[config.mk]
export PLATFORM = sky130hd
export DESIGN_NAME = qdiv_scheduler
export DESIGN_NICKNAME = d
export VERILOG_FILES = /design/src/rtl/qdiv_sched_pkg.sv /design/src/rtl/qdiv_scheduler_rr_arbiter.sv /design/src/rtl/qdiv_scheduler.sv
export SDC_FILE = /design/constraint.sdc
export NUM_CORES = 1
export LEC_CHECK = 0
export BUFFER_PORTS_ARGS = -buffer_cell sky130_fd_sc_hd__buf_2
export CAP_MARGIN = 10
export CORE_MARGIN = 4
export CORE_UTILIZATION = 45
export CTS_CLUSTER_DIAMETER = 120
export CTS_CLUSTER_SIZE = 28
export DETAILED_ROUTE_END_ITERATION = 7
export PLACE_DENSITY = 0.82
export SETUP_SLACK_MARGIN = 0.5
export SLEW_MARGIN = 15
export SYNTH_ARGS = -nofsm -noshare
export SYNTH_HDL_FRONTEND = slang
export SYNTH_SLANG_ARGS = --single-unit
[constraint.sdc]
create_clock -name i_clk -period 3.7 [get_ports i_clk]
set_input_delay 0.185 -clock i_clk [delete_from_list [all_inputs] [get_ports i_clk]]
set_output_delay 0.185 -clock i_clk [all_outputs]
set_load 0.05 [all_outputs]
[src/rtl/qdiv_sched_pkg.sv]
// -----------------------------------------------------------------------------
// qdiv_sched_pkg
// Shared types and default constants for the qdiv scheduler slice.
//   sched_state_t      : scheduler FSM state encoding
//   QDIV_Q_DEFAULT     : default fractional bits of the attached qdiv
//   QDIV_N_DEFAULT     : default total word width including sign
//   QDIV_NREQ_DEFAULT  : default number of requesters
// -----------------------------------------------------------------------------
package qdiv_sched_pkg;

  localparam int QDIV_Q_DEFAULT    = 8;
  localparam int QDIV_N_DEFAULT    = 16;
  localparam int QDIV_NREQ_DEFAULT = 4;

  typedef enum logic [2:0] {
    S_IDLE    = 3'd0,
    S_ISSUE   = 3'd1,
    S_WAIT_LO = 3'd2,
    S_WAIT_HI = 3'd3,
    S_RESP    = 3'd4
  } sched_state_t;

endpackage

[src/rtl/qdiv_scheduler_rr_arbiter.sv]
// -----------------------------------------------------------------------------
// rr_arbiter
// Combinational round-robin priority search. Starting at ptr_i and moving
// upward modulo NREQ, the first set bit of req_i wins.
//   req_i   : request vector
//   ptr_i   : index with highest priority this cycle
//   grant_o : one-hot grant (all zero when no request)
//   idx_o   : encoded index of the granted requester
//   any_o   : at least one request present
// -----------------------------------------------------------------------------
module rr_arbiter #(
  parameter int NREQ = 4,
  parameter int IW   = 2
) (
  input  logic [NREQ-1:0] req_i,
  input  logic [IW-1:0]   ptr_i,
  output logic [NREQ-1:0] grant_o,
  output logic [IW-1:0]   idx_o,
  output logic            any_o
);

  always_comb begin
    int cand;
    // NOTE: every signal written here gets a default first, so no path through
    // the block can leave a value unassigned and infer a latch.
    cand    = 0;
    grant_o = '0;
    idx_o   = '0;
    any_o   = 1'b0;
    for (int i = 0; i < NREQ; i++) begin
      cand = (int'(ptr_i) + i) % NREQ;
      // Only the first hit along the rotated order is taken.
      if (!any_o && req_i[IW'(cand)]) begin
        any_o              = 1'b1;
        idx_o              = IW'(cand);
        grant_o[IW'(cand)] = 1'b1;
      end
    end
  end

endmodule

[src/rtl/qdiv_scheduler.sv]
// -----------------------------------------------------------------------------
// qdiv_scheduler
// Shares one sequential fixed-point divider (qdiv) among NREQ requesters.
// Round-robin arbitration, one operation outstanding at a time; completion is
// tracked purely by the falling and rising edges of the divider's complete
// flag, so the divider latency may change without touching this block.
//
// Optional feature macro: QDIV_SCHED_DIVZERO_EN
//   defined   : divisors with magnitude bits all zero bypass the divider and
//               return a saturated quotient with overflow and divzero set.
//   undefined : every request goes to the divider, o_resp_divzero is 0.
//
// Ports
//   i_clk, i_rst             : clock, asynchronous active-high reset
//   i_req_valid              : per-requester request, held until ready seen
//   i_req_dividend/divisor   : packed operands, requester k at [k*N +: N]
//   o_req_ready              : one-hot accept strobe (combinational, 1 cycle)
//   o_resp_valid             : one-hot result strobe (1 cycle)
//   o_resp_quotient          : result quotient, valid with o_resp_valid
//   o_resp_overflow          : divider overflow for the result
//   o_resp_divzero           : divide-by-zero flag for the result
//   o_busy                   : high in every state except IDLE
//   o_div_dividend/divisor   : registered operands to qdiv
//   o_div_start              : one-cycle start strobe to qdiv
//   i_div_quotient           : qdiv quotient
//   i_div_complete           : qdiv done flag (level, high when idle)
//   i_div_overflow           : qdiv overflow
// -----------------------------------------------------------------------------
module qdiv_scheduler
  import qdiv_sched_pkg::*;
#(
  parameter int Q    = QDIV_Q_DEFAULT,
  parameter int N    = QDIV_N_DEFAULT,
  parameter int NREQ = QDIV_NREQ_DEFAULT
) (
  input  logic              i_clk,
  input  logic              i_rst,
  input  logic [NREQ-1:0]   i_req_valid,
  input  logic [NREQ*N-1:0] i_req_dividend,
  input  logic [NREQ*N-1:0] i_req_divisor,
  output logic [NREQ-1:0]   o_req_ready,
  output logic [NREQ-1:0]   o_resp_valid,
  output logic [N-1:0]      o_resp_quotient,
  output logic              o_resp_overflow,
  output logic              o_resp_divzero,
  output logic              o_busy,
  output logic [N-1:0]      o_div_dividend,
  output logic [N-1:0]      o_div_divisor,
  output logic              o_div_start,
  input  logic [N-1:0]      i_div_quotient,
  input  logic              i_div_complete,
  input  logic              i_div_overflow
);

  localparam int IW = $clog2(NREQ);

  sched_state_t state_q, state_d;

  logic [IW-1:0]   rr_ptr_q, rr_ptr_d;
  logic [IW-1:0]   gnt_idx_q, gnt_idx_d;
  logic [N-1:0]    div_a_q, div_a_d;
  logic [N-1:0]    div_b_q, div_b_d;
  logic [N-1:0]    quot_q, quot_d;
  logic            ovf_q, ovf_d;

  logic [NREQ-1:0] arb_grant;
  logic [IW-1:0]   arb_idx;
  logic            arb_any;
  logic            grant_fire;
  logic            take_dz;
  logic [N-1:0]    sel_a, sel_b;

  rr_arbiter #(
    .NREQ (NREQ),
    .IW   (IW)
  ) u_arb (
    .req_i   (i_req_valid),
    .ptr_i   (rr_ptr_q),
    .grant_o (arb_grant),
    .idx_o   (arb_idx),
    .any_o   (arb_any)
  );

  // Operands of the arbitration winner (one-hot select).
  always_comb begin
    sel_a = '0;
    sel_b = '0;
    for (int k = 0; k < NREQ; k++) begin
      if (arb_grant[k]) begin
        sel_a = i_req_dividend[k*N +: N];
        sel_b = i_req_divisor[k*N +: N];
      end
    end
  end

  // A grant also waits for the divider to be idle; after a reset in the middle
  // of an operation this holds off until the unreset qdiv has finished.
  assign grant_fire = (state_q == S_IDLE) && arb_any && i_div_complete;

`ifdef QDIV_SCHED_DIVZERO_EN
  logic         dz_q, dz_d;
  logic [N-1:0] dz_quot;

  // Only the magnitude bits are inspected, so the most negative value also
  // counts as a zero divisor.
  assign take_dz = grant_fire && (sel_b[N-2:0] == '0);
  // Saturate toward the sign of the true quotient.
  assign dz_quot = (sel_a[N-1] ^ sel_b[N-1]) ? {1'b1, {(N-2){1'b0}}, 1'b1}
                                             : {1'b0, {(N-1){1'b1}}};
  assign o_resp_divzero = dz_q;
`else
  assign take_dz        = 1'b0;
  assign o_resp_divzero = 1'b0;
`endif

  // ---------------------------------------------------------------------------
  // FSM: state register
  // ---------------------------------------------------------------------------
  always_ff @(posedge i_clk or posedge i_rst) begin
    // NOTE: sequential state uses non-blocking assignments so every register
    // samples the pre-edge values and updates together.
    if (i_rst) state_q <= S_IDLE;
    else       state_q <= state_d;
  end

  // ---------------------------------------------------------------------------
  // FSM: next state
  // ---------------------------------------------------------------------------
  always_comb begin
    state_d = state_q;
    unique case (state_q)
      S_IDLE:    if (grant_fire) state_d = take_dz ? S_RESP : S_ISSUE;
      S_ISSUE:   state_d = S_WAIT_LO;
      S_WAIT_LO: if (!i_div_complete) state_d = S_WAIT_HI;
      S_WAIT_HI: if (i_div_complete) state_d = S_RESP;
      S_RESP:    state_d = S_IDLE;
      default:   state_d = S_IDLE;
    endcase
  end

  // ---------------------------------------------------------------------------
  // FSM: outputs
  // ---------------------------------------------------------------------------
  always_comb begin
    o_req_ready  = grant_fire ? arb_grant : '0;
    o_div_start  = (state_q == S_ISSUE);
    o_busy       = (state_q != S_IDLE);
    o_resp_valid = '0;
    if (state_q == S_RESP) o_resp_valid[gnt_idx_q] = 1'b1;
  end

  assign o_div_dividend  = div_a_q;
  assign o_div_divisor   = div_b_q;
  assign o_resp_quotient = quot_q;
  assign o_resp_overflow = ovf_q;

  // ---------------------------------------------------------------------------
  // Datapath next-state
  // ---------------------------------------------------------------------------
  always_comb begin
    rr_ptr_d  = rr_ptr_q;
    gnt_idx_d = gnt_idx_q;
    div_a_d   = div_a_q;
    div_b_d   = div_b_q;
    quot_d    = quot_q;
    ovf_d     = ovf_q;
`ifdef QDIV_SCHED_DIVZERO_EN
    dz_d      = dz_q;
`endif

    // Operands are latched at grant and held until the next grant, so the
    // requester is free to present new data from the following cycle.
    if (grant_fire) begin
      div_a_d   = sel_a;
      div_b_d   = sel_b;
      gnt_idx_d = arb_idx;
`ifdef QDIV_SCHED_DIVZERO_EN
      if (take_dz) begin
        quot_d = dz_quot;
        ovf_d  = 1'b1;
        dz_d   = 1'b1;
      end
`endif
    end

    if ((state_q == S_WAIT_HI) && i_div_complete) begin
      quot_d = i_div_quotient;
      ovf_d  = i_div_overflow;
`ifdef QDIV_SCHED_DIVZERO_EN
      dz_d   = 1'b0;
`endif
    end

    if (state_q == S_RESP) begin
      rr_ptr_d = (gnt_idx_q == IW'(NREQ - 1)) ? '0 : gnt_idx_q + 1'b1;
    end
  end

  // ---------------------------------------------------------------------------
  // Datapath registers
  // ---------------------------------------------------------------------------
  always_ff @(posedge i_clk or posedge i_rst) begin
    // NOTE: the operand and result registers are reset as well, because they
    // drive module outputs directly and must read zero out of reset.
    if (i_rst) begin
      rr_ptr_q  <= '0;
      gnt_idx_q <= '0;
      div_a_q   <= '0;
      div_b_q   <= '0;
      quot_q    <= '0;
      ovf_q     <= 1'b0;
`ifdef QDIV_SCHED_DIVZERO_EN
      dz_q      <= 1'b0;
`endif
    end else begin
      rr_ptr_q  <= rr_ptr_d;
      gnt_idx_q <= gnt_idx_d;
      div_a_q   <= div_a_d;
      div_b_q   <= div_b_d;
      quot_q    <= quot_d;
      ovf_q     <= ovf_d;
`ifdef QDIV_SCHED_DIVZERO_EN
      dz_q      <= dz_d;
`endif
    end
  end

endmodule
======== Yosys cells after proc, flatten, opt, wreduce, memory -nomap -nowiden ========
Index checks and enable logic that the tools add are counted.
operators by class
  $add $sub $neg .......................... 4
  order comparisons ....................... 10
  eq/ne operators ......................... 8
  mux-type cells .......................... 49
  bitwise operators ....................... 3
  reduce and logical (&&, ||, !) cells .... 17
operator list
  kind                                                         count
  2-to-1 mux 16 bit                                            8
  2-to-1 mux 4 bit                                             6
  2-to-1 mux 1 bit                                             17
  less-than comparator 2 x 4 -> 1 bit (second input constant)  4
  bitwise OR 4 bit                                             3
  one-hot mux 3 bit (4 select lines)                           1
  logical AND 1 bit                                            11
  demux 1 bit (select 2 bit)                                   5
  >= comparator 2 x 1 -> 1 bit (second input constant)         5
  2-to-1 mux 2 bit                                             5
  2-to-1 mux 3 bit                                             3
  binary-select mux 1 bit (select 2 bit)                       4
  equality test 3 x 2 -> 1 bit (second input constant)         2
  inequality test 2 bit (second input constant)                3
  adder 2 x 1 -> 2 bit (second input constant)                 2
  adder 2 bit (second input constant)                          2
  equality test 3 x 1 -> 1 bit (second input constant)         1
  equality test 3 bit (second input constant)                  1
  logical NOT 1 bit                                            3
  logical NOT 3 bit                                            1
  less-than comparator 2 x 3 -> 1 bit (second input constant)  1
  AND reduction 3 bit                                          1
  nonzero test 3 bit                                           1
  equality test 2 bit (second input constant)                  1
storage, ports and cells
  flip-flop bits (word level) ............. 56
  bits of input ports ..................... 152
  output and inout port bits .............. 60

======== Logic depth before layout (Yosys ltp) ========
  depth in word-level cells ............... 17
  depth in mapped cells ................... 12

======== By module ========
A second synthesis with hierarchy kept.
second synthesis, totals
  cell total of the unflattened synthesis .. 437
  area total of the unflattened synthesis .. 3,927.5 sq um
by module, submodules not included
  module          times used  cells each  area each (sq um)  seq. area each (sq um)
  qdiv_scheduler  1           375         3,395.8            1,401.3
  rr_arbiter      1           62          531.8              0.0

======== Least setup slack after synthesis ========
No wires, ideal clock.
  path type ............................... register to output
  start ................................... reg rr_ptr_q[1]
  end ..................................... out o_req_ready[1]
  arrival ................................. 3,337 ps
  slack ................................... 178 ps
  cell stages (with the launch flop) ...... 10
  buffers on the path ..................... 3
  path through ............................ dfrtp_1 clkbuf_1 inv_1 ha_1 buf_2 mux4_2 nor2_1 a32oi_1 clkbuf_1 nor2_1
on the way
  cells in the longest elaborated chain, start to end .. 16
ends and longest elaborated chain
  item                                                                          line                   RTL
  from (decl)                                                                   qdiv_scheduler.sv:59   logic [IW-1:0] rr_ptr_q, rr_ptr_d;
  from (signal assigned)                                                        qdiv_scheduler.sv:216  rr_ptr_q <= rr_ptr_d;
  branches (longest 15 deep; another with less-than comparator 2 x 4 -> 1 bit)  --
  2-to-1 mux 4 bit *                                                            qdiv_scheduler.sv:145  o_req_ready = grant_fire ? arb_grant : '0;
  to (decl)                                                                     qdiv_scheduler.sv:41   output logic [NREQ-1:0] o_req_ready,
Mark *: on every way between the ends. The select of a mux whose other input is x is not followed.

======== Final worst setup path ========
  start ................................... reg rr_ptr_q[1]
  end ..................................... out o_req_ready[0]
Same word-level chain as after synthesis.

==> flow_summary.yaml <==
worst_setup_path:
  rr_worst_depth: 8
  worst-setup-path-type: "reg -> out"
  arrival_ps: 2910
  rr_startpoint: "rr_ptr_q[0]"
  crit_path_max_incr_delay_ps: 570
  path_cells: "inv_1 > ha_4 > mux4_2 > or4_4 > and2_4 > and2_2 > buf_2"
  setup.worst_path.start: "rr_ptr_q[1]"
  worstSetupEndpointType: "primary output"
  crit_required_ps: 3510
  cpMaxStageDelayCell: "mux4_2"
  crit_fanout: 12
  start_kind: "register"
grt:
  grt_pass1_vias: 4274
  antenna_found_initial: 0
  grt_pass1_wl_um: 20700
  grt_max_degree: 35
  grtUsageTotal_pct: 25.3
  overflow: 0
job:
  maxCapViolCount: 0
drt:
  drtIter0Drc: 269
  wl_per_cell_um: 17.7
  vias_per_cell: 5.82
  drt_wl_total_um: 13300
  dr_total_vias: 4402
  drtAntennaViolNets: 0
  firstDrtPassIters: 5
  drc: 0
synthesis:
  syn_inst: 451
  ys.flop_type: "dfrtp_1"
  synth_area_per_cell_sq_um: 8.51
  yosysWarnings: 0
  yosysUniqueCellTypes: 52
  synth.yosys.seq_area_share_pct: 36.5
  synthArstFlopShare_pct: 100
  syn-cell-area_sq_um: 3840
  synth_edf_count: 0
  synth_nets: 615
  synth-seq-cells: 56
placed_design:
  dp.cells: 738
  dp_hpwl_um: 9600
  numPortBuffers: 210
  gp_congestion: 0.933
floorplan:
  num_rows: 33
  die_area_sq_um: 10100
  core_area_sq_um: 8260
  die_h_um: 100
  start_util_pct: 46.5
  die_x_um: 100
  ioPinCount: 212
final_layout:
  area_growth_pct: 34.1
  final_cell_mix: "209 x buf_2, 88 x nand2_1, 56 x dfrtp_1, 36 x nand3_1, 36 x o21ai_0"
  fin_nets: 814
  layout-drive-gt1-share_pct: 42.2
  mostFrequentLayoutCell: "buf_2"
  antenna_cells: 0
  fin_cells: 756
cts:
  clock_path_buffers: 2
  cts-buffers-inserted: 5
  cts_sinks: 56
  path_clk_slew_ps: 110
  cts_max_level: 2
  clkLatencyLatePin_ps: 320
  cts_root_buf: "clkbuf_8"
  cts_tree: "done"
power:
  pwr-share-comb_pct: 70.6
  netSwitchingFraction_pct: 57.5
  p_sw_mw: 2.85
  p_leak_nw: 2.45
  max-vdd-ir-drop_v: 0.000497
  p_int_mw: 2.11
  powerDensity_nw_per_um2: 964
  sequentialPowerShare_pct: 22.0
  clkPwrFrac_pct: 7.3
timing:
  final-hold-violation-count: 0
  setup_viol: 0
  finalClockSkew_ps: 16.5
  finalCriticalPeriod_ps: 3090
  worstMarginPinSlew_ps: 898
  period_share_pct: 83.6
  finalSetupTns_ps: 0
  max_freq_mhz: 323
  rsz0062_at_grt: "yes"
  relSlewSlack_pct: 39.3
  drv_slew: 0
hold_path:
  holdCritStartpoint: "i_div_quotient[2]"
  hold_class: "in -> reg"
  holdPathStages: 3
status:
  status: "complete, no violations"
flip-flops by register name (all words and copies together), names as in the netlist:
signal,flops
gnt_idx_q,2
o_div_dividend,16
o_div_divisor,16
o_resp_overflow,1
o_resp_quotient,16
rr_ptr_q,2
state_q,3
final timing paths:
check / end / slack, ps
setup / recovery: o_req_ready[0] / 610
hold / removal: o_resp_quotient[2] / 50
setup reg to reg: o_div_divisor[10] / 610
hold reg to reg: o_resp_quotient[4] / 480
max in group asynchronous: gnt_idx_q[1] / 2430
min in group asynchronous: o_resp_quotient[6] / 430
worst max-delay path: cells and delay by family (launching register included):
family	cells	cell delay [ps]
simple gates	3	960
mux	1	570
buf+inv	2	320
flops	1	370
fa+ha+maj	1	350
cells by family (layout without fill, tap and decap cells):
group | count (synthesis) | count (layout) | share of synthesized area (%)
AO/OA/AOI/OAI | 129 | 130 | 25.8
other | 1 | 1 | 0.0977
AND/OR/NAND/NOR | 193 | 194 | 22.5
multiplexers | 12 | 12 | 4.50
buffers and inverters | 48 | 246 | 6.72
adder cells (fa/ha/maj) | 12 | 12 | 3.91
flip-flops | 56 | 56 | 36.5
layout make-up:
| class | count | area [sq um] |
|---|---|---|
| clock buffers | 5 | 68.8 |
| clock inverters | 3 | 25.0 |
| fillers | 715 | 3110 |
| inverters | 8 | 30.0 |
| multi-input cells | 349 | 2280 |
| flip-flops and latches | 56 | 1400 |
| well taps | 105 | 131 |
| repair buffers | 230 | 1210 |
synthesized netlist by cell type, types with 2 or more instances:
master / instances / area [sq um]
nand2_1: 88 / 330
dfrtp_1: 56 / 1400
nor2_1: 38 / 143
o21ai_0: 37 / 185
nand3_1: 36 / 180
o221ai_1: 26 / 228
clkbuf_1: 25 / 93.8
a31oi_1: 23 / 144
ha_1: 12 / 150
a31oi_2: 10 / 125
buf_6: 9 / 101
nand2b_1: 8 / 50.1
inv_1: 7 / 26.3
mux2i_1: 6 / 60.1
and3_1: 5 / 31.3
buf_2: 5 / 25.0
mux4_2: 4 / 90.1
nor2b_1: 4 / 25.0
nor3_1: 4 / 20.0
o221ai_2: 4 / 60.1
o22ai_1: 4 / 25.0
a21oi_1: 3 / 15.0
a32o_1: 3 / 30.0
o211ai_1: 3 / 22.5
a32oi_1: 2 / 17.5
mux2_2: 2 / 22.5
nor4b_1: 2 / 17.5
power groups by stage:
stage / Sequential, mW / Combinational [mW] / Clock (mW)
2_1_floorplan: 2.02 / 1.64 / 0
3_3_place_gp: 1.09 / 3.30 / 0
3_5_place_dp: 1.10 / 3.36 / 0
4_1_cts: 1.09 / 3.42 / 0.372
5_1_grt: 1.13 / 3.74 / 0.402
6_report: 1.09 / 3.50 / 0.363
stage by stage:
stage	utilization [%]	total power, mW	instance area [sq um]	hold slack [ps]	setup WS, ps
after CTS	61.3	4.89	5060	40.0	518
after global placement	59.5	4.39	4910	233	443
after global routing	62.3	5.27	5140	31.0	491
final	62.3	4.96	5140	50.1	608
after detailed placement	59.5	4.47	4910	253	322
after floorplan	-	3.65	3850	290	527
what timing repair did:
| action | in CTS | in global routing |
|---|---|---|
| buffers inserted | 0 | 7 |
| hold buffers | 1 | 0 |
| setup endpoints to repair | 35 | 35 |
| cloned | 2 | 0 |
| resized for setup | 6 | 6 |
| hold endpoints to repair | 22 | 0 |
| pin swaps | 1 | 0 |
routing by layer:
metal / up-vias / part of all wire [%] / global-route usage [%]
met5: - / 0 / 0
met4: 0 / 3.0 / 8.91
met3: 40 / 9.4 / 4.52
met2: 280 / 49 / 43.4
met1: 2026 / 38 / 32.1
li1: 2056 / - / -
(Power assumes the default switching activity.)
